<file path="src/rtl/st_32to8_symbol_serializer.sv">
// ---------------------------------------------------------------------------
// st_32to8_symbol_serializer
//
// Avalon-ST data format stage that turns a 32-bit, 4-symbol packet stream
// into an 8-bit, 1-symbol stream for the byte-wide MAC transmit path.
// One input beat is buffered and its valid symbols are emitted most
// significant first. SOP/EOP and error bits follow the symbols. On an EOP
// beat, in_empty trims trailing symbols. Ready/valid backpressure is honoured
// on both sides.
//
// Ports:
//   clk                 rising-edge clock
//   reset_n             asynchronous active-low reset
//   in_ready            sink ready (combinational from state and out_ready)
//   in_valid            sink valid
//   in_data             four symbols, first symbol in the top byte
//   in_error            error bits for the beat
//   in_startofpacket    SOP
//   in_endofpacket      EOP
//   in_empty            unused trailing symbols, only meaningful with EOP
//   out_ready           source ready
//   out_valid           source valid (registered)
//   out_data            current symbol (registered)
//   out_error           error bits of the beat being emitted (registered)
//   out_startofpacket   SOP on the first symbol of an SOP beat (registered)
//   out_endofpacket     EOP on the last valid symbol of an EOP beat (registered)
// ---------------------------------------------------------------------------
module st_32to8_symbol_serializer #(
    parameter int SYMBOL_W = 8,
    parameter int SYMBOLS  = 4,
    parameter int ERROR_W  = 6,
    parameter int EMPTY_W  = 2
) (
    input  logic                         clk,
    input  logic                         reset_n,
    output logic                         in_ready,
    input  logic                         in_valid,
    input  logic [SYMBOL_W*SYMBOLS-1:0]  in_data,
    input  logic [ERROR_W-1:0]           in_error,
    input  logic                         in_startofpacket,
    input  logic                         in_endofpacket,
    input  logic [EMPTY_W-1:0]           in_empty,
    input  logic                         out_ready,
    output logic                         out_valid,
    output logic [SYMBOL_W-1:0]          out_data,
    output logic [ERROR_W-1:0]           out_error,
    output logic                         out_startofpacket,
    output logic                         out_endofpacket
);

    localparam int DATA_W = SYMBOL_W * SYMBOLS;
    localparam logic [EMPTY_W-1:0] FULL_LAST = EMPTY_W'(SYMBOLS - 1);

    typedef enum logic {
        IDLE,
        EMIT
    } state_t;

    state_t              state;
    // Symbols of the held beat that have not been presented yet; the next
    // one to present always sits in the top symbol slot.
    logic [DATA_W-1:0]   hold_data;
    logic                hold_eop;
    logic [EMPTY_W-1:0]  last_idx;
    logic [EMPTY_W-1:0]  idx;

    logic                busy;
    logic                accept;
    logic                consume;
    logic [EMPTY_W-1:0]  next_idx;
    logic [EMPTY_W-1:0]  load_last;

    assign busy      = (state == EMIT);
    assign next_idx  = idx + 1'b1;
    assign load_last = in_endofpacket ? (FULL_LAST - in_empty) : FULL_LAST;

    // A new beat may enter when idle, or when the last symbol of the held
    // beat leaves in this same cycle (zero-bubble reload).
    assign in_ready  = !busy || (out_ready && (idx == last_idx));
    assign accept    = in_valid && in_ready;
    assign consume   = busy && out_ready;
    assign out_valid = busy;

    // Outputs are loaded with symbol 0 on accept and advanced one symbol per
    // consume. Nothing changes while out_ready is low, which keeps the
    // source side stable under backpressure.
    always_ff @(posedge clk or negedge reset_n) begin
        if (!reset_n) begin
            state             <= IDLE;
            hold_data         <= '0;
            hold_eop          <= 1'b0;
            last_idx          <= '0;
            idx               <= '0;
            out_data          <= '0;
            out_error         <= '0;
            out_startofpacket <= 1'b0;
            out_endofpacket   <= 1'b0;
        end else if (accept) begin
            state             <= EMIT;
            idx               <= '0;
            last_idx          <= load_last;
            hold_data         <= in_data << SYMBOL_W;
            hold_eop          <= in_endofpacket;
            out_data          <= in_data[DATA_W-1 -: SYMBOL_W];
            out_error         <= in_error;
            out_startofpacket <= in_startofpacket;
            out_endofpacket   <= in_endofpacket && (load_last == '0);
        end else if (consume) begin
            if (idx != last_idx) begin
                idx               <= next_idx;
                hold_data         <= hold_data << SYMBOL_W;
                out_data          <= hold_data[DATA_W-1 -: SYMBOL_W];
                out_startofpacket <= 1'b0;
                out_endofpacket   <= hold_eop && (next_idx == last_idx);
            end else begin
                state             <= IDLE;
                out_startofpacket <= 1'b0;
                out_endofpacket   <= 1'b0;
            end
        end
    end

endmodule

</file>
<file path="config.mk">
export PLATFORM = sky130hd
export DESIGN_NAME = st_32to8_symbol_serializer
export DESIGN_NICKNAME = d
export VERILOG_FILES = /design/src/rtl/st_32to8_symbol_serializer.sv
export SDC_FILE = /design/constraint.sdc
export NUM_CORES = 1
export LEC_CHECK = 0
export ABC_CLOCK_PERIOD_IN_PS = 1800
export CORE_ASPECT_RATIO = 1.25
export CORE_UTILIZATION = 45
export DETAILED_ROUTE_END_ITERATION = 16
export PLACE_DENSITY = 0.89
export RECOVER_POWER = 50
export SYNTH_ARGS = -nofsm -noshare
export SYNTH_HDL_FRONTEND = slang
export SYNTH_SLANG_ARGS = --single-unit
</file>
<file path="constraint.sdc">
create_clock -name clk -period 1.8 [get_ports clk]
set_input_delay 0.36 -clock clk [delete_from_list [all_inputs] [get_ports clk]]
set_output_delay 0.36 -clock clk [all_outputs]
set_load 0.05 [all_outputs]
</file>
==> results.json, run 1 <==
{
  "status": "finished, violations left",
  "violations": "negative setup slack",
  "synthArstFlopShare": 1.000,
  "clock-sinks": 46,
  "cts_buffers": 5,
  "start_util": 0.4763,
  "worstPathArrival_ns": 1.49,
  "synthCells": 148,
  "finalHoldViolCount": 0,
  "htreeDepth": 2,
  "top_level_ports": 64,
  "timing.final.crit_share": 1.027,
  "area_delta_synth_final_pct": 43.53,
  "routabilityCongestion": 0.7874,
  "place_ws_ns": -0.4081,
  "setup_viol": 6,
  "clk_latency_ns": 0.30,
  "yosysSeqAreaShare": 0.5804,
  "relSlewSlack": 0.1751,
  "pwr-share-clk": 0.116,
  "routed.top_layer": "met4",
  "start_kind": "register",
  "grt_pass1_wl_um": 7148,
  "switching_share": 0.4075,
  "first_pass_iters": 4,
  "seqPwrFrac": 0.348,
  "wl_met2_um": 2439,
  "path_clk_slew_ns": 0.08,
  "crit_required_ns": 1.44,
  "root_buffer": "clkbuf_8",
  "coreArea_mm2": 0.004164,
  "rows": 26,
  "antennaDiodeCount": 0,
  "rsz0062_at_grt": "yes",
  "synthFlopType": "dfrtp_1",
  "setup_slack_ns": -0.04812,
  "dieArea_mm2": 0.004678,
  "startpoint": "idx[1]",
  "path_class": "register to primary output",
  "first_global_vias": 1551,
  "tightest_slew_ns": 1.237,
  "port_buffers": 63,
  "drc_errors": 0,
  "powerDensity_mw_per_mm2": 1831,
  "place_inst": 269,
  "yosys.area.top_type": "dfrtp_1",
  "drtAntennaViolNets": 0,
  "slew_violations": 0,
  "synth_edf_count": 0,
  "fmax_mhz": 541.1,
  "antenna_found_initial": 0,
  "skew_ns": 0.007290,
  "critPathTopFamily": "flip-flops",
  "cp_cell_sequence": "xnor2_2 > buf_4 > nand3_2 > nand2_2 > buf_12",
  "hold_slack_ns": 0.2986,
  "p_leak_nw": 1.471,
  "p_comb_frac": 0.536,
  "synth_top_area_frac": 0.5804,
  "final_nets": 272,
  "hold_path.class": "input port to asynchronous set/reset pin",
  "drive_above_1_share": 0.2335,
  "drt-vias-per-instance": 5.558,
  "cpMaxStageDelayCell": "dfrtp_1",
  "p_int_mw": 3.088,
  "yosys-top-cells-area": "dfrtp_1, a22o_1, a21o_1, mux2_4, buf_6",
  "syn_avg_cell_area_um2": 13.40,
  "cts_tree": "done",
  "totalWireLength_um": 4701,
  "die_h_um": 76.22,
  "clockBufferDepth": 2,
  "grt_max_degree": 35,
  "final_area_mm2": 0.002846,
  "reg2reg_from": "idx[1]",
  "fin_crit_ns": 1.848,
  "drt_iter0_drc": 46,
  "placed_area_mm2": 0.002688,
  "setup_tns_ns": -0.1298,
  "yosysMostFrequentCell": "dfrtp_1",
  "cp_slowest_stage_delay_ns": 0.44,
  "dr_wl_met3_um": 247,
  "routedWlPerCell_um": 16.61,
  "cp_num_buf_inv": 2,
  "end_kind": "primary output",
  "track_usage": 0.2041,
  "fillCellCount": 324,
  "wl_met1_um": 1921,
  "synth.net_count": 194,
  "synth_area_mm2": 0.001983,
  "switching_power_mw": 2.124,
  "grt-ovfl-total": 0,
  "route.vias.total": 1573,
  "finalNonFillerCells": 283,
  "irDropWorstVdd_mv": 1.373,
  "synthDistinctLibCells": 26,
  "die_w_um": 61.38,
  "drv_cap": 0,
  "synth_seq_cells": 46,
  "synth_top_cells_by_count": "dfrtp_1, a22o_1, a21o_1, buf_2, mux2_4",
  "synth_warnings": 0,
  "crit_path_max_fanout": 3
}
==> state kept, by name, indices dropped and copies added, names as in the netlist <==
name	count
hold_data	24
hold_eop	1
idx	2
last_idx	2
out_data	8
out_endofpacket	1
out_error	6
out_startofpacket	1
out_valid	1
==> through the flow <==
step,util,power (mW)
6_report,0.6836,5.212
5_1_grt,0.6836,5.494
4_1_cts,0.6758,5.086
3_5_place_dp,0.6454,4.371
3_3_place_gp,0.6454,4.276
2_1_floorplan,-,3.554
==> layout make-up <==
cell class              instances  area (µm²)  share of cell area
well taps                      56       70.07             0.02462
flip-flops and latches         46        1151              0.4044
clock buffers                   6       72.57             0.02549
inverters                       2       7.507            0.002637
repair buffers                 81       748.2              0.2629
clock inverters                 2       13.76            0.004835
multi-input cells              90       783.3              0.2752
==> worst reg2reg max path: stages (launching register included) <==
cell	delay, ns
dfrtp_1	0.44
xnor2_2	0.20
buf_4	0.17
buf_6	0.11
or3b_4	0.37
a211o_1	0.30
o211ai_1	0.17
==> routing by layer <==
metal / vias to the layer above / track usage
li1: 721 / -
met1: 786 / 0.2574
met2: 57 / 0.3337
met3: 9 / 0.05263
met4: 0 / 0.06889
met5: - / 0
==> cell usage in the layout, fill, tap and decap left out, types with 2 or more instances in the layout <==
cell type,synthesis,routed
mux2_4,5,5
a21oi_1,2,2
nand2_1,3,2
clkdlybuf4s50_1,0,44
clkbuf_8,0,5
inv_1,2,2
nor2_1,2,2
a22o_1,33,33
clkbuf_1,0,8
a21o_1,24,24
a31oi_1,2,2
dfrtp_1,46,46
buf_4,0,24
mux2_2,3,3
xnor2_2,0,2
nor2b_1,2,2
buf_12,0,3
==> what timing repair did <==
item                                    CTS  global route
hold buffers                              0             0
cloned                                    0             1
pin swaps                                 2             4
endpoints found under the setup margin   27             4
gates resized for setup                   4             3
setup buffers                             2             3
==> path summary, 6_finish.rpt <==
kind                            cells past startpoint               to  slack (ns)
worst min-delay path                                1    hold_data[11]        0.30
worst max register to register                      6  out_endofpacket       -0.03
worst min register to register                      1      out_data[7]        0.48
max in group asynchronous                           2           idx[1]        0.45
min in group clk                                    1      out_data[7]        0.48
worst max-delay path                                5         in_ready       -0.05
==> logic make-up after synthesis <==
logic type,Yosys count,synth area share
xor+xnor,2,0.008834
simple gates,13,0.03723
flops,46,0.5804
mux,8,0.05489
buf+inv,12,0.04164
compound gates,67,0.2770
==> power groups by stage <==
stage          logic [mW]  registers [mW]  clock network (mW)
2_1_floorplan        1.29            2.27                   0
3_3_place_gp         2.48            1.79                   0
3_5_place_dp         2.56            1.81                   0
4_1_cts              2.66            1.81               0.622
5_1_grt              2.97            1.87               0.656
6_report             2.79            1.81               0.606
Power figures use the tool's default switching activity.
==> run 2, diff against run 1 <==
==> constraint.sdc (replaced) <==
create_clock -name clk -period 1.8 [get_ports clk]
set_input_delay 0.54 -clock clk [delete_from_list [all_inputs] [get_ports clk]]
set_output_delay 0.54 -clock clk [all_outputs]
set_load 0.05 [all_outputs]
==> run 2 against run 1 <==
Against the previous run:
- the run still ends with negative setup slack left
- die area is the same
- wire length is 5.0% higher
- via count is essentially flat
- first-iteration DRC count up 22%
- clock power up 21%
- cell area rose by 3.3%
- critical endpoint unchanged
- largest power group unchanged
==> results.json, run 2 (same netlist as run 1, synthesis figures left out) <==
{
  "top_register": "hold_data",
  "grt-ovfl-total": 0,
  "clock-sinks": 46,
  "totalWireLength_um": 4936,
  "clockBufferDepth": 2,
  "drive_above_1_share": 0.2611,
  "drc_errors": 0,
  "skew_ns": 0.007806,
  "fin_crit_ns": 1.944,
  "routedWlPerCell_um": 17.50,
  "coreArea_mm2": 0.004164,
  "antennaDiodeCount": 0,
  "cts_buffers": 5,
  "end_kind": "primary output",
  "powerDensity_mw_per_mm2": 1847,
  "hold_slack_ns": 0.3244,
  "grt_pass1_wl_um": 6844,
  "drv_cap": 0,
  "worstPathArrival_ns": 1.40,
  "placed_area_mm2": 0.002720,
  "reg2reg_depth": 4,
  "reg2reg_from": "idx[0]",
  "violations": "negative setup slack",
  "drtAntennaViolNets": 0,
  "cts_hold_buf": 0,
  "cts_tree": "done",
  "place_inst": 270,
  "rsz0062_at_grt": "yes",
  "relSlewSlack": 0.4396,
  "final_area_mm2": 0.002942,
  "layout_common_cells": "dfrtp_1, clkdlybuf4s50_1, a22o_1",
  "finalHoldViolCount": 0,
  "r2r_setup_slack_ns": 0.04,
  "path_clk_slew_ns": 0.08,
  "antenna_found_initial": 0,
  "routabilityCongestion": 0.8012,
  "status": "finished, violations left",
  "drt-vias-per-instance": 5.574,
  "grt_max_degree": 34,
  "start_kind": "register",
  "die_w_um": 61.38,
  "layout_commonest_cell": "dfrtp_1",
  "hpwl_um": 2988,
  "die_h_um": 76.22,
  "route.vias.total": 1572,
  "finalNonFillerCells": 282,
  "setup_slack_ns": -0.1438,
  "first_pass_iters": 5,
  "largest_register_ffs": 24,
  "tightest_slew_ns": 0.8406,
  "final_nets": 271,
  "crit_required_ns": 1.26,
  "clk_latency_ns": 0.29,
  "htreeDepth": 2,
  "crit_path_max_fanout": 4,
  "drt_iter0_drc": 56,
  "timing.final.crit_share": 1.080,
  "track_usage": 0.1964,
  "area_delta_synth_final_pct": 48.33,
  "setup_viol": 1,
  "hold_path.class": "input port to asynchronous set/reset pin",
  "fmax_mhz": 514.5,
  "irDropWorstVdd_mv": 1.589,
  "port_buffers": 63,
  "dieArea_mm2": 0.004678,
  "rows": 26,
  "slew_violations": 0,
  "start_util": 0.4763,
  "root_buffer": "clkbuf_8",
  "place_ws_ns": -0.5989,
  "p_leak_nw": 1.525,
  "path_class": "register to primary output",
  "top_level_ports": 64,
  "timing.rr.end": "out_error[4]",
  "reg_top3": "hold_data x24, out_data x8, out_error x6",
  "first_global_vias": 1533
}
[run 2: where the power goes]
part	leakage, nW	switching, mW	internal (mW)
sequential	0.589	0.325	1.51
combinational	0.885	1.50	1.37
clock	0.0514	0.321	0.414
total	1.53	2.14	3.29
[run 2: per-layer routing]
metal  routed length [µm]  vias up  track usage
li1                     -      720            -
met3                  332        8      0.05433
met5                    0        -            0
met4                   76        0      0.06000
met2                 2695       75       0.3163
met1                 1832      769       0.2531
[run 2: per-stage QoR]
step	total power, mW	TNS (ns)	util
final	5.434	-0.1438	0.7064
after detailed placement	4.401	-16.93	0.6532
after global placement	4.316	-15.69	0.6532
after CTS	5.213	-0.2864	0.6839
after global routing	5.725	-0.3429	0.7064
after floorplan	3.554	0	-
[run 2: final cells by class]
class | instances | area [µm²]
clock buffers | 6 | 72.57
clock inverters | 2 | 37.54
fillers | 283 | 1222
inverters | 2 | 7.507
multi-input cells | 90 | 787.0
flip-flops and latches | 46 | 1154
well taps | 56 | 70.07
repair buffers | 80 | 813.3
[run 2: timing repair]
item,CTS,global route
buffers inserted,0,1
gates cloned,0,3
pin swaps,1,2
resized for setup,3,9
setup endpoints to repair,32,21
[run 2: how the worst max path moves through the flow]
stage | slack, ns | cells past startpoint | to | from
finish | -0.14 | 4 | in_ready | idx[0]
global route | -0.22 | 4 | in_ready | idx[0]
detailed placement | -0.60 | 5 | idx[1] | out_ready
CTS | -0.26 | 4 | in_ready | idx[0]
global placement | -0.52 | 5 | idx[1] | out_ready
floorplan | 0.03 | 3 | in_ready | idx[1]
[run 2: critical path: stages, from the launching register on]
cell,delay (ns)
dfrtp_1,0.41
xnor2_2,0.30
nand3_1,0.15
nand2_2,0.12
buf_12,0.14
